`src/rtl/dsp48a1_seq_pkg.sv`:
```
// Shared constants for the DSP48A1 MAC sequencer: FSM state encodings,
// slice OPMODE values and the supported slice pipeline depth range.
package dsp48a1_seq_pkg;

    typedef logic [2:0] seq_state_t;

    localparam seq_state_t ST_IDLE  = 3'd0;
    localparam seq_state_t ST_CLEAR = 3'd1;
    localparam seq_state_t ST_FEED  = 3'd2;
    localparam seq_state_t ST_DRAIN = 3'd3;
    localparam seq_state_t ST_DONE  = 3'd4;

    // X=M, Z=P, add
    localparam logic [7:0] OPM_IDLE = 8'h00;
    localparam logic [7:0] OPM_MACC = 8'h09;

    localparam int LAT_MIN = 2;
    localparam int LAT_MAX = 4;

endpackage

```
`src/rtl/dsp48a1_valid_pipe.sv`:
```
// Tag shift register that follows valid operands through the slice pipeline
// and produces the M and P stage clock enables plus an empty indication.
module dsp48a1_valid_pipe
    import dsp48a1_seq_pkg::*;
#(
    parameter int LAT = 3
) (
    input  logic clk,
    input  logic rst,
    input  logic i_clear,
    input  logic i_tag,
    output logic o_ce_m,
    output logic o_ce_p,
    output logic o_empty
);

    if (LAT < LAT_MIN || LAT > LAT_MAX) begin : g_bad_lat
        $error("dsp48a1_valid_pipe: LAT out of supported range");
    end

    // r_tag[0] marks valid data in the A/B regs; r_tag[LAT-2] feeds the P reg
    logic [LAT-2:0] r_tag;

    always_ff @(posedge clk or posedge rst) begin
        if (rst) begin
            r_tag <= '0;
        end else if (i_clear) begin
            r_tag <= '0;
        end else begin
            r_tag[0] <= i_tag;
            for (int i = 1; i <= LAT - 2; i++) begin
                r_tag[i] <= r_tag[i-1];
            end
        end
    end

    assign o_ce_m  = r_tag[0] & ~i_clear;
    assign o_ce_p  = r_tag[LAT-2] & ~i_clear;
    assign o_empty = ~|r_tag;

endmodule

```
`src/rtl/dsp48a1_mac_sequencer.sv`:
```
// Sequences one DSP48A1 slice through an N-term multiply-accumulate job.
// Optional abort input enabled by defining DSP_SEQ_ABORT_EN.
//
// state | meaning
// IDLE  | waiting for start; zero-length jobs answered here
// CLEAR | one cycle synchronous reset of the P register
// FEED  | accepting operand pairs until len handshakes are done
// DRAIN | waiting for the last product to land in P
// DONE  | result registered, result_valid high for one cycle
module dsp48a1_mac_sequencer
    import dsp48a1_seq_pkg::*;
#(
    parameter int A_W   = 18,
    parameter int B_W   = 18,
    parameter int P_W   = 48,
    parameter int LEN_W = 10,
    parameter int LAT   = 3
) (
    input  logic             clk,
    input  logic             rst,
`ifdef DSP_SEQ_ABORT_EN
    input  logic             abort,
`endif
    input  logic             start,
    input  logic [LEN_W-1:0] len,
    output logic             busy,
    input  logic             in_valid,
    output logic             in_ready,
    input  logic [A_W-1:0]   a_in,
    input  logic [B_W-1:0]   b_in,
    output logic [A_W-1:0]   dsp_a,
    output logic [B_W-1:0]   dsp_b,
    output logic             ce_ab,
    output logic             ce_m,
    output logic             ce_p,
    output logic             rst_p,
    output logic [7:0]       opmode,
    input  logic [P_W-1:0]   p_in,
    output logic [P_W-1:0]   result,
    output logic             result_valid
);

    seq_state_t       r_state;
    logic [LEN_W-1:0] r_len;
    logic [LEN_W-1:0] r_count;
    logic [P_W-1:0]   r_result;
    logic             r_result_valid;

    logic w_abort;
    logic w_hs;
    logic w_clear_st;
    logic w_tag_ce_m;
    logic w_tag_ce_p;
    logic w_pipe_empty;

`ifdef DSP_SEQ_ABORT_EN
    assign w_abort = abort & (r_state != ST_IDLE);
`else
    assign w_abort = 1'b0;
`endif

    assign busy       = (r_state != ST_IDLE);
    assign in_ready   = (r_state == ST_FEED) & ~w_abort;
    assign w_hs       = in_valid & in_ready;
    assign w_clear_st = (r_state == ST_CLEAR) & ~w_abort;

    assign dsp_a  = a_in;
    assign dsp_b  = b_in;
    assign ce_ab  = w_hs;
    assign ce_m   = w_tag_ce_m;
    assign ce_p   = w_tag_ce_p | w_clear_st;
    assign rst_p  = w_clear_st;
    assign opmode = busy ? OPM_MACC : OPM_IDLE;

    assign result       = r_result;
    assign result_valid = r_result_valid;

    dsp48a1_valid_pipe #(
        .LAT (LAT)
    ) u_valid_pipe (
        .clk     (clk),
        .rst     (rst),
        .i_clear (w_abort),
        .i_tag   (w_hs),
        .o_ce_m  (w_tag_ce_m),
        .o_ce_p  (w_tag_ce_p),
        .o_empty (w_pipe_empty)
    );

    always_ff @(posedge clk or posedge rst) begin
        if (rst) begin
            r_state        <= ST_IDLE;
            r_len          <= '0;
            r_count        <= '0;
            r_result       <= '0;
            r_result_valid <= 1'b0;
        end else begin
            r_result_valid <= 1'b0;
            if (w_abort) begin
                r_state <= ST_IDLE;
            end else begin
                case (r_state)
                    ST_IDLE: begin
                        if (start) begin
                            if (len != '0) begin
                                r_len   <= len;
                                r_count <= '0;
                                r_state <= ST_CLEAR;
                            end else begin
                                r_result       <= '0;
                                r_result_valid <= 1'b1;
                            end
                        end
                    end
                    ST_CLEAR: r_state <= ST_FEED;
                    ST_FEED: begin
                        if (w_hs) begin
                            r_count <= r_count + LEN_W'(1);
                            if (r_count + LEN_W'(1) == r_len) begin
                                r_state <= ST_DRAIN;
                            end
                        end
                    end
                    // P settles on the same cycle the tag pipe runs empty
                    ST_DRAIN: begin
                        if (w_pipe_empty) begin
                            r_result       <= p_in;
                            r_result_valid <= 1'b1;
                            r_state        <= ST_DONE;
                        end
                    end
                    ST_DONE: r_state <= ST_IDLE;
                    default: r_state <= ST_IDLE;
                endcase
            end
        end
    end

endmodule

```
`config.mk`:
```
export PLATFORM = sky130hd
export DESIGN_NAME = dsp48a1_mac_sequencer
export DESIGN_NICKNAME = d
export VERILOG_FILES = /design/src/rtl/dsp48a1_seq_pkg.sv /design/src/rtl/dsp48a1_valid_pipe.sv /design/src/rtl/dsp48a1_mac_sequencer.sv
export SDC_FILE = /design/constraint.sdc
export NUM_CORES = 1
export LEC_CHECK = 0
export CELL_PAD_IN_SITES_DETAIL_PLACEMENT = 1
export CELL_PAD_IN_SITES_GLOBAL_PLACEMENT = 1
export CORE_MARGIN = 2
export CORE_UTILIZATION = 28
export CTS_CLUSTER_SIZE = 8
export DETAILED_ROUTE_END_ITERATION = 10
export GPL_TIMING_DRIVEN = 0
export PLACE_DENSITY_LB_ADDON = 0.1
export SETUP_SLACK_MARGIN = 0.2
export SKIP_CTS_REPAIR_TIMING = 1
export SYNTH_ARGS = -nofsm -noshare
export SYNTH_HDL_FRONTEND = slang
export SYNTH_SLANG_ARGS = --single-unit
```
`constraint.sdc`:
```
create_clock -name clk -period 3.2 [get_ports clk]
set_input_delay 0.48 -clock clk [delete_from_list [all_inputs] [get_ports clk]]
set_output_delay 0.48 -clock clk [all_outputs]
set_load 0.05 [all_outputs]
```
Yosys cells after proc, flatten, opt, wreduce, memory -nomap -nowiden
Cells that the tools add are included.
{"block": "classes", "addsub": 1, "eq_ne": 10, "muxes": 19, "bitwise": 2, "reduce_logical": 10}
{"op": "$mux 48", "n": 3}
{"op": "$pmux 48 s2", "n": 1}
{"op": "$mux 10", "n": 3}
{"op": "$pmux 10 s2", "n": 1}
{"op": "$mux 3", "n": 5}
{"op": "$pmux 3 s4", "n": 1}
{"op": "$add 10x1->10 const B", "n": 1}
{"op": "$eq 10x10->1", "n": 1}
{"op": "$reduce_bool 10->1", "n": 1}
{"op": "$ne 2x2->1 const B", "n": 4}
{"op": "$reduce_and 4->1", "n": 2}
{"op": "$eq 3x2->1 const B", "n": 2}
{"op": "$reduce_and 5->1", "n": 1}
{"op": "$mux 4", "n": 1}
{"op": "$ne 2x1->1 const B", "n": 2}
{"op": "$reduce_bool 2->1", "n": 2}
{"op": "$eq 3x1->1 const B", "n": 1}
{"op": "$logic_not 3->1", "n": 1}
{"op": "$mux 1", "n": 3}
{"op": "$reduce_and 3->1", "n": 1}
{"op": "$reduce_bool 3->1", "n": 1}
{"op": "$pmux 1 s2", "n": 1}
{"op": "$reduce_or 2->1", "n": 1}
{"op": "$and 1x1->1", "n": 1}
{"op": "$or 1x1->1", "n": 1}
{"block": "word_totals", "ff_bits": 74, "inputBits": 98, "word_cells": 48}

Longest topological paths before layout
{"block": "logic_depth", "depth_word": 5, "ltp_mapped": 7}

By module
A second synthesis with hierarchy kept.
{"block": "hier_totals", "hier_cells": 297, "hier_area_um2": 3470.8}
{"module": "dsp48a1_mac_sequencer", "instances": 1, "cells_each": 290, "area_per_inst_um2": 3394.5}
{"module": "dsp48a1_valid_pipe", "instances": 1, "cells_each": 7, "area_per_inst_um2": 76.3}

Worst setup path before layout
OpenSTA, ideal clock, no wires.
{"block": "synth_path", "kind": "register to output", "start": "register r_state[0]", "end": "output ce_ab", "arrival_time_ps": 2358, "setup_slack_ps": 362, "path_stages_with_launch": 4, "path_cell_list": "dfrtp_1 > nor3b_1 > nand2_1 > inv_1"}
{"block": "synth_via", "elab_chain_cells": 2}
{"element": "start: declaration", "line_no": "dsp48a1_mac_sequencer.sv:43", "text": "seq_state_t r_state;"}
{"element": "start signal: assignment", "line_no": "dsp48a1_mac_sequencer.sv:92", "text": "r_state <= ST_IDLE;"}
{"element": "start signal: assignment", "line_no": "dsp48a1_mac_sequencer.sv:100", "text": "r_state <= ST_IDLE;"}
{"element": "start signal: assignment", "line_no": "dsp48a1_mac_sequencer.sv:108", "text": "r_state <= ST_CLEAR;"}
{"element": "$eq 3x2->1", "line_no": "dsp48a1_mac_sequencer.sv:63", "text": "assign in_ready = (r_state == ST_FEED) & ~w_abort;"}
{"element": "named net in_ready", "line_no": "dsp48a1_mac_sequencer.sv:28", "text": "output logic in_ready,"}
{"element": "$and 1x1->1", "line_no": "dsp48a1_mac_sequencer.sv:64", "text": "assign w_hs = in_valid & in_ready;"}
{"element": "end: declaration", "line_no": "dsp48a1_mac_sequencer.sv:33", "text": "output logic ce_ab,"}
The timed path passes the listed nets, and every way through them passes these cells.

Worst setup path in the final report
{"block": "layout_path", "start": "register r_state[0]", "end": "output ce_ab"}
{"block": "layout_via", "elab_chain_cells": 2}
{"element": "$eq 3x2->1", "line_no": "dsp48a1_mac_sequencer.sv:63"}
{"element": "$and 1x1->1", "line_no": "dsp48a1_mac_sequencer.sv:64"}
Every way passes these cells.

==> flow_summary.yaml <==
placement:
  dp.cells: 600
  gp_congestion: 0.791
  hpwlAfterDp_um: 7770
  preCtsSetupSlack_ns: 0.386
  dpl_cell_area_um2: 5170
  port-buffer-count: 154
worst_hold_path:
  hp-class: "input pin to asynchronous set/reset pin"
clock_network:
  clk_pin_slew_ns: 0.06
  numCtsBuffers: 9
  ctsLongestPathBuffers: 2
  clock_latency_ns: 0.33
  cts_tree: "yes"
  cts.sinks: 74
  htreeDepth: 3
  cts_root_buf: "clkbuf_16"
sta:
  fin_skew_ns: 0.00376
  fin_crit_sh_pct: 90.2
  fin_crit_ns: 2.89
  fmax_mhz: 346
  rsz0062_at_grt: "no"
  relSlewSlack_pct: 58.2
  timing.final.ws_setup_ns: 0.312
  setup_violations: 0
  drv_slew: 0
  worstMarginPinSlew_ns: 0.627
  tns_ns: 0
  finalHoldWorstSlack_ns: 0.437
  hold_viol: 0
logic_synthesis:
  synth_cells: 293
  synthFlopType: "dfrtp_1"
  yosys_warnings: 0
  yosys-top-cells-area: "dfrtp_1 (54%), a22o_1 (13%), buf_4 (9.7%), mux2_2 (3.3%), o21ai_0 (2.1%)"
  yosys.area.top_type: "dfrtp_1"
  synth.distinct_cells: 44
  synth-edff-count: 0
  async_flop_share_pct: 100
  synth.avg_cell_area_um2: 11.6
  synth.top_cell.area_share_pct: 54.5
  ys_ff_latch: 74
  netlist_area_um2: 3400
  ys_seq_area_share_pct: 54.5
die:
  core_area_um2: 11900
  row_count: 40
  dieArea_um2: 13000
  start_util_pct: 28.5
  die-height_um: 114
  io_pins: 197
  fp.dieW_um: 114
setup_path:
  crit_type: "flop to output pin"
  start_kind: "flop"
  worstPathMaxFanout: 8
  worstPathRequired_ns: 2.72
  cp.arrival_ns: 2.41
  crit_path_end_kind: "output pin"
routing:
  final_antenna_net_count: 0
  drt-initial-drc-count: 75
  avgRoutedWirePerCell_um: 16.9
  num_vias: 2894
  dr.pass1.iters: 4
  viasPerCell: 4.70
  routed_wl_um: 10400
  drcViolationCount: 0
global_route:
  first_global_vias: 3164
  grt_pass1_wl_um: 16200
  antenna_found_initial: 0
  grt.overflow.total: 0
  grt_max_degree: 57
  grt.total_usage_pct: 16.0
power_and_ir_drop:
  ir_drop_v: 0.000611
  power.density_nw_per_um2: 1060
  totalPowerFinal_mw: 5.81
  leakage_nw: 2.42
layout:
  design_area_um2: 5490
  fin_nets: 563
  fill_cells: 1299
  areaGrowthSynthToFinish_pct: 61.6
  final_core_util_pct: 46.1
  final_cells: 616
  drive_above_1_share_pct: 17.1
  diodes: 0
job:
  cap_violations: 0
run_status:
  run_status: "complete, no violations"
cells in the mapped netlist (4+ instances only):
master and count:
dfrtp_1 74, nor3_1 5, a21oi_1 5, nor2_1 8, xnor2_1 7, o21ai_0 14, o31ai_1 4, a22o_1 49
buf_4 44, xor2_1 5, inv_1 5, nand2_1 10, clkbuf_1 12, mux2_2 10
cell families (layout without fill, tap and decap cells):
| family | after synthesis | count (layout) | share of synthesized area [%] |
|---|---|---|---|
| AO/OA/AOI/OAI | 84 | 84 | 19.0 |
| flip-flops | 74 | 74 | 54.5 |
| buffers and inverters | 65 | 236 | 12.1 |
| AND/OR/NAND/NOR | 46 | 46 | 7.62 |
| XOR/XNOR | 12 | 12 | 3.09 |
| multiplexers | 10 | 10 | 3.31 |
| adder cells (fa/ha/maj) | 1 | 1 | 0.368 |
| other | 1 | 6 | 0.110 |
worst paths after layout:
| kind | start | end | slack, ns | cells after the start |
|---|---|---|---|---|
| worst min register to register | u_valid_pipe.r_tag[0] | u_valid_pipe.r_tag[1] | 0.45 | 0 |
| worst min-delay path | rst | result[18] | 0.44 | 2 |
| min in group clk | u_valid_pipe.r_tag[0] | u_valid_pipe.r_tag[1] | 0.45 | 0 |
| worst max register to register | r_state[2] | result[4] | 1.06 | 5 |
| max in group asynchronous | rst | r_count[3] | 2.20 | 3 |
| worst max-delay path | r_state[0] | ce_ab | 0.31 | 4 |
per-layer routing:
metal,global-route usage [%],vias up,wire length [um]
met4,6.18,0,146
met5,0,-,0
met2,27.4,91,5410
li1,-,1355,-
met3,5.72,14,800
met1,18.4,1434,4070
state kept, by name (all words and copies together), names as in the netlist:
name	flops
u_valid_pipe.r_tag	2
r_len	10
r_state	3
r_count	10
result_valid	1
result	48
critical path, cell delays in order, from the launching register on:
cell and delay [ns]:
dfrtp_1 0.43, nor3b_1 0.30, nand2_1 0.19, inv_1 0.29, clkdlybuf4s50_1 0.88
layout make-up:
type | instances | area, um2 | share of cell area (%)
buffer | 60 | 392 | 7.13
clock buffer | 11 | 243 | 4.42
clock inverter | 5 | 77.6 | 1.41
inverter | 5 | 21.3 | 0.387
multi-input combinational | 159 | 1160 | 21.0
sequential | 74 | 1850 | 33.7
tap | 147 | 184 | 3.35
timing repair buffer | 155 | 1570 | 28.6
layout by cell type, fill, tap and decap left out, types with 2 or more instances in the layout:
| cell | instances |
|---|---|
| a21oi_1 | 5 |
| a22o_1 | 49 |
| a31oi_1 | 3 |
| and2_2 | 2 |
| and3_1 | 2 |
| buf_1 | 3 |
| buf_4 | 44 |
| bufinv_16 | 2 |
| clkbuf_1 | 13 |
| clkbuf_16 | 9 |
| clkdlybuf4s50_1 | 154 |
| clkinv_2 | 2 |
| conb_1 | 6 |
| dfrtp_1 | 74 |
| inv_1 | 4 |
| mux2_2 | 10 |
| nand2_1 | 10 |
| nand3_1 | 3 |
| nor2_1 | 8 |
| nor2b_1 | 2 |
| nor3_1 | 5 |
| nor3b_1 | 2 |
| nor4_1 | 2 |
| o21ai_0 | 14 |
| o31ai_1 | 4 |
| xnor2_1 | 7 |
| xor2_1 | 5 |
power by group:
part / switching [mW] / internal [mW]
combinational: 1.95 / 1.18
sequential: 0.281 / 1.33
clock: 0.383 / 0.701
Note: power is estimated with default switching activity, not from simulation.
